<file path="src/rtl/regfile_wb_arbiter_if.sv">
// Write-source handshakes and the registered register-file write port seen by regfile_wb_arbiter.
interface regfile_wb_arbiter_if #(
  parameter int FIFO_DEPTH = 4
);
  localparam int CNT_W = $clog2(FIFO_DEPTH) + 1;

  logic             pipe_we;
  logic [4:0]       pipe_waddr;
  logic [31:0]      pipe_wdata;
  logic             mc_valid;
  logic             mc_ready;
  logic [4:0]       mc_waddr;
  logic [31:0]      mc_wdata;
  logic             we;
  logic [4:0]       waddr;
  logic [31:0]      wdata;
  logic             stall_req;
  logic [CNT_W-1:0] fifo_count;

  modport slave (
    input  pipe_we, pipe_waddr, pipe_wdata, mc_valid, mc_waddr, mc_wdata,
    output mc_ready, we, waddr, wdata, stall_req, fifo_count
  );

  modport master (
    output pipe_we, pipe_waddr, pipe_wdata, mc_valid, mc_waddr, mc_wdata,
    input  mc_ready, we, waddr, wdata, stall_req, fifo_count
  );
endinterface

</file>
<file path="src/rtl/regfile_wb_arbiter.sv">
// Sole owner of the register-file write port: pipeline writeback beats buffered multi-cycle results.
// Defining WB_STARVE_GUARD_EN forces the FIFO head after STARVE_MAX denied cycles, stalling the pipe.
module regfile_wb_arbiter #(
  parameter int FIFO_DEPTH = 4,
  parameter int STARVE_MAX = 8
) (
  input logic                 clk,
  input logic                 rst,
  regfile_wb_arbiter_if.slave io_wb
);
  localparam int PTR_W = $clog2(FIFO_DEPTH);
  localparam int CNT_W = PTR_W + 1;

  logic [4:0]       r_mem_addr [FIFO_DEPTH];
  logic [31:0]      r_mem_data [FIFO_DEPTH];
  logic [PTR_W-1:0] r_wptr;
  logic [PTR_W-1:0] r_rptr;
  logic [CNT_W-1:0] r_count;
  logic             r_we;
  logic [4:0]       r_waddr;
  logic [31:0]      r_wdata;

  logic             w_full;
  logic             w_empty;
  logic             w_mc_ready;
  logic             w_pipe_req;
  logic             w_push;
  logic             w_pop;
  logic             w_force;
  logic             w_nxt_we;
  logic [4:0]       w_nxt_waddr;
  logic [31:0]      w_nxt_wdata;

  assign w_full     = (r_count == CNT_W'(FIFO_DEPTH));
  assign w_empty    = (r_count == '0);
  assign w_mc_ready = rst & ~w_full;
  assign w_pipe_req = io_wb.pipe_we & (io_wb.pipe_waddr != 5'd0);
  // Writes to r0 still complete the handshake but never occupy a slot.
  assign w_push     = io_wb.mc_valid & w_mc_ready & (io_wb.mc_waddr != 5'd0);

`ifdef WB_STARVE_GUARD_EN
  localparam int SC_W = $clog2(STARVE_MAX + 1);
  logic [SC_W-1:0] r_starve;

  assign w_force = (r_starve == SC_W'(STARVE_MAX));

  always_ff @(posedge clk or negedge rst) begin
    if (!rst) begin
      r_starve <= '0;
    end else if (w_pop) begin
      r_starve <= '0;
    end else if (!w_empty && w_pipe_req) begin
      r_starve <= r_starve + SC_W'(1);
    end
  end
`else
  assign w_force = 1'b0;
  if (STARVE_MAX < 1) begin : g_starve_max_unused
  end
`endif

  always_comb begin
    w_pop       = 1'b0;
    w_nxt_we    = 1'b0;
    w_nxt_waddr = r_waddr;
    w_nxt_wdata = r_wdata;
    if (!w_empty && (w_force || !w_pipe_req)) begin
      w_pop       = 1'b1;
      w_nxt_we    = 1'b1;
      w_nxt_waddr = r_mem_addr[r_rptr];
      w_nxt_wdata = r_mem_data[r_rptr];
    end else if (w_pipe_req) begin
      w_nxt_we    = 1'b1;
      w_nxt_waddr = io_wb.pipe_waddr;
      w_nxt_wdata = io_wb.pipe_wdata;
    end
  end

  always_ff @(posedge clk or negedge rst) begin
    if (!rst) begin
      r_wptr  <= '0;
      r_rptr  <= '0;
      r_count <= '0;
      r_we    <= 1'b0;
      r_waddr <= '0;
      r_wdata <= '0;
    end else begin
      if (w_push) r_wptr <= r_wptr + PTR_W'(1);
      if (w_pop)  r_rptr <= r_rptr + PTR_W'(1);
      case ({w_push, w_pop})
        2'b10:   r_count <= r_count + CNT_W'(1);
        2'b01:   r_count <= r_count - CNT_W'(1);
        default: r_count <= r_count;
      endcase
      r_we    <= w_nxt_we;
      r_waddr <= w_nxt_waddr;
      r_wdata <= w_nxt_wdata;
    end
  end

  // Storage needs no reset: occupancy alone decides what is valid.
  always_ff @(posedge clk) begin
    if (w_push) begin
      r_mem_addr[r_wptr] <= io_wb.mc_waddr;
      r_mem_data[r_wptr] <= io_wb.mc_wdata;
    end
  end

  assign io_wb.mc_ready   = w_mc_ready;
  assign io_wb.stall_req  = w_force;
  assign io_wb.we         = r_we;
  assign io_wb.waddr      = r_waddr;
  assign io_wb.wdata      = r_wdata;
  assign io_wb.fifo_count = r_count;
endmodule

</file>
<file path="src/flat_wrapper.sv">
// flat-port wrapper written by rule: the top's interface ports become plain ports
module regfile_wb_arbiter_flat 
#(
  parameter int FIFO_DEPTH = 4,
  parameter int STARVE_MAX = 8
)
  (clk, rst, io_wb_pipe_we, io_wb_pipe_waddr, io_wb_pipe_wdata, io_wb_mc_valid, io_wb_mc_waddr, io_wb_mc_wdata, io_wb_mc_ready, io_wb_we, io_wb_waddr, io_wb_wdata, io_wb_stall_req, io_wb_fifo_count);
  regfile_wb_arbiter_if #(.FIFO_DEPTH(FIFO_DEPTH)) io_wb_i ();
  input logic clk;
  input logic rst;
  input wire logic [$bits(io_wb_i.pipe_we)-1:0] io_wb_pipe_we;
  input wire logic [$bits(io_wb_i.pipe_waddr)-1:0] io_wb_pipe_waddr;
  input wire logic [$bits(io_wb_i.pipe_wdata)-1:0] io_wb_pipe_wdata;
  input wire logic [$bits(io_wb_i.mc_valid)-1:0] io_wb_mc_valid;
  input wire logic [$bits(io_wb_i.mc_waddr)-1:0] io_wb_mc_waddr;
  input wire logic [$bits(io_wb_i.mc_wdata)-1:0] io_wb_mc_wdata;
  output wire logic [$bits(io_wb_i.mc_ready)-1:0] io_wb_mc_ready;
  output wire logic [$bits(io_wb_i.we)-1:0] io_wb_we;
  output wire logic [$bits(io_wb_i.waddr)-1:0] io_wb_waddr;
  output wire logic [$bits(io_wb_i.wdata)-1:0] io_wb_wdata;
  output wire logic [$bits(io_wb_i.stall_req)-1:0] io_wb_stall_req;
  output wire logic [$bits(io_wb_i.fifo_count)-1:0] io_wb_fifo_count;
  assign io_wb_i.pipe_we = io_wb_pipe_we;
  assign io_wb_i.pipe_waddr = io_wb_pipe_waddr;
  assign io_wb_i.pipe_wdata = io_wb_pipe_wdata;
  assign io_wb_i.mc_valid = io_wb_mc_valid;
  assign io_wb_i.mc_waddr = io_wb_mc_waddr;
  assign io_wb_i.mc_wdata = io_wb_mc_wdata;
  assign io_wb_mc_ready = io_wb_i.mc_ready;
  assign io_wb_we = io_wb_i.we;
  assign io_wb_waddr = io_wb_i.waddr;
  assign io_wb_wdata = io_wb_i.wdata;
  assign io_wb_stall_req = io_wb_i.stall_req;
  assign io_wb_fifo_count = io_wb_i.fifo_count;
  regfile_wb_arbiter #(.FIFO_DEPTH(FIFO_DEPTH), .STARVE_MAX(STARVE_MAX)) u_core (.clk(clk), .rst(rst), .io_wb(io_wb_i));
endmodule
</file>
<file path="config.mk">
export PLATFORM = sky130hd
export DESIGN_NAME = regfile_wb_arbiter_flat
export DESIGN_NICKNAME = d
export VERILOG_FILES = /design/src/rtl/regfile_wb_arbiter_if.sv /design/src/rtl/regfile_wb_arbiter.sv /design/src/flat_wrapper.sv
export SDC_FILE = /design/constraint.sdc
export NUM_CORES = 1
export LEC_CHECK = 0
export BUFFER_PORTS_ARGS = -buffer_cell sky130_fd_sc_hd__buf_2
export CORE_ASPECT_RATIO = 1.2
export CORE_MARGIN = 1
export CORE_UTILIZATION = 45
export CTS_CLUSTER_DIAMETER = 80
export DETAILED_ROUTE_END_ITERATION = 6
export PLACE_DENSITY = 0.75
export RECOVER_POWER = 25
export SKIP_CTS_REPAIR_TIMING = 1
export SLEW_MARGIN = 10
export SYNTH_ARGS = -nofsm -noshare
export SYNTH_HDL_FRONTEND = slang
export SYNTH_SLANG_ARGS = --single-unit
</file>
<file path="constraint.sdc">
create_clock -name clk -period 2.5 [get_ports clk]
set_input_delay 0.375 -clock clk [delete_from_list [all_inputs] [get_ports clk]]
set_output_delay 0.375 -clock clk [all_outputs]
set_load 0.01 [all_outputs]
</file>
======== Word level (Yosys, flattened, before mapping) ========
Memory sizes are Yosys's and may differ from the RTL's.
Cells that the tools add are included.
operators by class
  $add $sub $neg .......................... 4
  eq/ne operators ......................... 3
  multiplexer cells ....................... 10
  bitwise operators ....................... 5
  reductions and logical operators ........ 8
operators with widths
  cell                                                 number
  two-way mux 32 bit                                   2
  two-way mux 5 bit                                    2
  nonzero test 5 bit                                   2
  one-hot mux 3 bit (2 select lines)                   1
  two-way mux 1 bit                                    5
  adder 2 x 1 -> 2 bit, second input constant          2
  AND 1 bit                                            4
  nonzero test 2 bit                                   2
  adder 3 x 1 -> 3 bit, second input constant          1
  equality test 3 bit, second input constant           1
  logical NOT 3 bit                                    1
  subtractor 3 x 1 -> 3 bit, second input constant     1
  equality test 2 x 1 -> 1 bit, second input constant  1
  equality test 2 bit, second input constant           1
  logical NOT 1 bit                                    2
  logical AND 1 bit                                    1
  inverter 1 bit                                       1
storage, ports and cells
  bits in registers ....................... 45
  RAM bits ................................ 148
  input bits .............................. 78
  output and inout port bits .............. 43
  logic and storage cells ................. 38
  memories kept ........................... 2
memory list
  memory             depth  width  rd ports  clocked after Yosys merged registers in  write ports  line                      RTL
  u_core.r_mem_data  4      32     1         0                                        1            regfile_wb_arbiter.sv:15  logic [31:0] r_mem_data [FIFO_DEPTH];
  u_core.r_mem_addr  4      5      1         0                                        1            regfile_wb_arbiter.sv:14  logic [4:0] r_mem_addr [FIFO_DEPTH];

======== Logic depth before layout (Yosys ltp) ========
  word-level depth ........................ 7
  mapped depth ............................ 9
  gate-level depth less buffers ........... 9

======== Least setup slack after synthesis ========
OpenSTA, ideal clock, no wires.
  path type ............................... flip-flop to flip-flop
  from .................................... register u_core.r_count[0] (netlist: u_core.io_wb.fifo_count[0])
  to ...................................... memory u_core.r_mem_addr[0][0] (enable)
  setup time .............................. 0.398 ns
  arrival time ............................ 2.156 ns
  data required time ...................... 2.102 ns
  setup slack ............................. -0.054 ns
  stages on the path, launching flop included .. 5
  cells stage by stage .................... dfrtp_1 nor2_1 a21boi_0 o211a_1 and2_1
on the way
  longest elaborated chain between the ends .. 7
RTL lines
  what                                     line                       RTL
  from (decl)                              regfile_wb_arbiter.sv:18   logic [CNT_W-1:0] r_count;
  from (signal assigned)                   regfile_wb_arbiter.sv:91   2'b10: r_count <= r_count + CNT_W'(1);
  from (signal assigned)                   regfile_wb_arbiter.sv:92   2'b01: r_count <= r_count - CNT_W'(1);
  from (signal assigned)                   regfile_wb_arbiter.sv:93   default: r_count <= r_count;
  equality test 3 bit                      regfile_wb_arbiter.sv:34   assign w_full = (r_count == CNT_W'(FIFO_DEPTH));
  inverter 1 bit                           regfile_wb_arbiter.sv:36   assign w_mc_ready = rst & ~w_full;
  AND 1 bit                                regfile_wb_arbiter.sv:36
  via io_wb_mc_ready                       flat_wrapper.sv:17         output wire logic [$bits(io_wb_i.mc_ready)-1:0] io_wb_mc_ready;
  AND 1 bit (2 in series)                  regfile_wb_arbiter.sv:39   assign w_push = io_wb.mc_valid & w_mc_ready & (io_wb.mc_waddr != 5'd0);
  two-way mux 1 bit                        regfile_wb_arbiter.sv:103  if (w_push) begin
  two-way mux 1 bit (implied by the code)  regfile_wb_arbiter.sv:104  r_mem_addr[r_wptr] <= io_wb.mc_waddr;
  to (decl)                                regfile_wb_arbiter.sv:14
The timed path passes the listed nets, and every way through them passes these cells.

======== Worst setup path in the final report ========
  from .................................... register u_core.r_count[2] (netlist: u_core.io_wb.fifo_count[2])
  to ...................................... register u_core.r_count[2] (netlist: u_core.io_wb.fifo_count[2])
on the way
  longest elaborated chain between the ends .. 7
RTL lines
  what                                                                             line                      RTL
  equality test 3 bit                                                              regfile_wb_arbiter.sv:34
  inverter 1 bit                                                                   regfile_wb_arbiter.sv:36
  AND 1 bit                                                                        regfile_wb_arbiter.sv:36
  AND 1 bit (2 in series)                                                          regfile_wb_arbiter.sv:39
  equality test 2 x 1 -> 1 bit / equality test 2 bit (equally long branches)       regfile_wb_arbiter.sv:90  case ({w_push, w_pop})
  one-hot mux 3 bit (2 select lines) / nonzero test 2 bit (equally long branches)  n/a
Parallel ways exist; a longest one is shown, timed or not.
A chain may end at the register's enable or synchronous reset.

==> reports/metrics.yaml <==
status: "completed"
die-width_um: 120
p_sw_mw: 2.88
track_usage_pct: 18.7
worst_ep_required_time_ns: 2.84
p_per_area_nw_per_um2: 1070
arrival_ns: 2.63
ys.flop_type: "edfxtp_1"
power.leakage_nw: 3.26
grt_pass1_vias: 4373
period_minus_slack_ns: 2.29
syn_avg_cell_area_sq_um: 17.1
worst_path_max_delay_cell: "or3_2"
muxShareOfSynthArea_pct: 11.5
place_hpwl_mm: 9.67
drt_iter0_drc: 298
synthCells: 436
fin_setup_tns_ns: 0
port_buffers: 119
seq_power_share_pct: 45.6
synth_fa_ha_area_share_pct: 1.11
clock_power_share_pct: 26.9
antenna_found_initial: 1
root_buffer: "clkbuf_16"
place.gp.congestion: 0.714
synth_xor_area_share_pct: 0.704
gr-total-overflow: 0
tightest_slew_ns: 0.756
clock.fmax_mhz: 437
fin_crit_sh_pct: 91.5
grt_pass1_wl_mm: 23.3
synthArstFlopShare_pct: 23.3
syn_to_final_growth_pct: 19.4
vias: 4227
grt_max_degree: 77
crit_fanout: 5
finalMaxSlewViolations: 0
crit_buf_inv: 0
nets: 651
ir_drop_v: 0.000566
start_kind: "flop"
clock_sinks: 193
p_total_mw: 9.55
yosys_register_bits: 193
cts_tree: "done"
fin_skew_ns: 0.0100
synthSimpleGateAreaFrac_pct: 6.54
viasPerCell: 5.33
synth.distinct_cells: 26
drive_gt1_share_pct: 32.2
clock_latency_ns: 0.43
clkTransAtPathRegs_ns: 0.07
endpoint_kind: "flop"
ys_seq_area_share_pct: 74.7
htree_levels: 4
final_cell_area_sq_um: 8910
start_util_pct: 46.0
rsz0062_at_grt: "no"
dieHeight_um: 143
finalSetupViolations: 0
layout.core_utilization_pct: 54.9
drcViolationCount: 0
cap_violations: 0
core_sq_um: 16200
wl_mm: 14.9
internal_power_mw: 6.67
cts_buffers: 17
hold_path.class: "in2async"
ant_nets: 0
crit_family: "simple AND/OR/NAND/NOR gates"
whs_ns: 0.124
detail_route.first_pass.iterations: 4
fillers: 1318
synth_compound_area_share_pct: 3.49
worstPathCellList: "or3_2, and2_1, ha_1, fa_1, xnor2_1, nor2_1, xor2_1"
fin_cells: 793
synth_area_sq_um: 7460
worst_slack_ns: 0.213
placementRows: 51
io_pins: 121
synth_top_family_by_area: "multiplexers"
netSwitchingFraction_pct: 30.1
p_comb_share_pct: 27.5
syn_nets: 520
ys_warn_count: 0
clockBufferDepth: 2
critPathMaxStageDelay_ns: 0.50
die_area_sq_um: 17100
pre_cts_ws_ns: 0.0717
critPathKind: "reg2reg"
maxSlewHeadroom_pct: 49.6
dpl_cell_area_sq_um: 8380
placedCellCount: 760
r2r_slack_ns: 0.21
wl_per_cell_um: 18.8
hold_viol_final: 0
synth_edf_count: 148
-- synth_stat cells (3+ instances only) --
cell | n | area [sq um]
nand2_1 | 74 | 278
inv_1 | 3 | 11.3
and2_1 | 5 | 31.3
buf_4 | 3 | 22.5
ha_1 | 5 | 62.6
mux4_2 | 37 | 833
dfrtp_1 | 45 | 1130
xnor2_1 | 4 | 35.0
nor2_1 | 38 | 143
buf_2 | 12 | 60.1
a31oi_1 | 36 | 225
clkbuf_1 | 8 | 30.0
edfxtp_1 | 148 | 4440
-- final cells by class --
cell class	instances	area (sq um)	area share, %
timing repair buffer	137	733	8.23
sequential	193	5570	62.6
antenna	1	2.50	0.0281
clock buffer	18	429	4.82
multi-input combinational	215	1760	19.8
clock inverter	14	130	1.46
tap	212	265	2.98
inverter	3	11.3	0.126
-- sequential cells by signal, indices dropped and copies added (netlist names) --
signal	cells
u_core.io_wb.we	1
u_core.r_mem_data	128
u_core.io_wb.fifo_count	3
u_core.r_wptr	2
u_core.io_wb.wdata	32
u_core.r_mem_addr	20
u_core.io_wb.waddr	5
u_core.r_rptr	2
-- final timing paths --
check                                      startpoint                          to  cells past startpoint
max in group asynchronous                         rst            u_core.r_rptr[1]                      2
min                                               rst       u_core.io_wb.waddr[2]                      2
max reg2reg                u_core.io_wb.fifo_count[2]  u_core.io_wb.fifo_count[2]                      7
max                        u_core.io_wb.fifo_count[2]  u_core.io_wb.fifo_count[2]                      7
min in group clk                   io_wb_mc_wdata[13]    u_core.r_mem_data[0][13]                      1
min reg2reg                     u_core.io_wb.waddr[4]       u_core.io_wb.waddr[4]                      2
-- power by group through the flow --
stage / registers, mW / clock network [mW] / logic (mW)
3_5_place_dp: 4.43 / 0 / 2.68
6_report: 4.35 / 2.57 / 2.62
3_3_place_gp: 4.38 / 0 / 2.61
4_1_cts: 4.36 / 2.63 / 2.69
2_1_floorplan: 4.41 / 0 / 1.69
5_1_grt: 4.42 / 2.76 / 2.90
-- cells by family after synthesis --
family                   after synthesis
buffers and inverters                 28
XOR/XNOR                               6
flip-flops                           193
multiplexers                          39
adder cells (fa/ha/maj)                6
AO/OA/AOI/OAI                         40
AND/OR/NAND/NOR                      123
other                                  1
-- worst reg2reg max path, stage by stage, from the launching register on --
cell and delay (ns):
dfrtp_1 0.44, or3_2 0.50, and2_1 0.19, ha_1 0.23
fa_1 0.39, xnor2_1 0.14, nor2_1 0.12, xor2_1 0.19
-- routing by layer --
metal | track usage, % | vias to the layer above | wire, um
li1 | - | 1919 | -
met1 | 21.9 | 2150 | 5930
met2 | 32.3 | 141 | 7830
met3 | 5.67 | 17 | 997
met4 | 6.97 | 0 | 179
met5 | 0 | - | 0
-- layout by cell type, fill, tap and decap left out, types with 2 or more instances in the layout --
master      instances
clkinv_2            2
inv_6               5
and2_2              4
buf_2              91
nand2_1            74
clkbuf_16          17
clkbuf_1           29
dfrtp_1            43
mux4_2             37
nand3_1             2
mux2_2              2
buf_4              15
ha_1                5
buf_12              3
dfrtp_2             2
xor2_1              2
nor2_1             38
inv_1               3
clkinvlp_4          3
xnor2_1             4
edfxtp_1          148
or4_1               2
a31oi_1            36
Note: power is estimated with default switching activity, not from simulation.
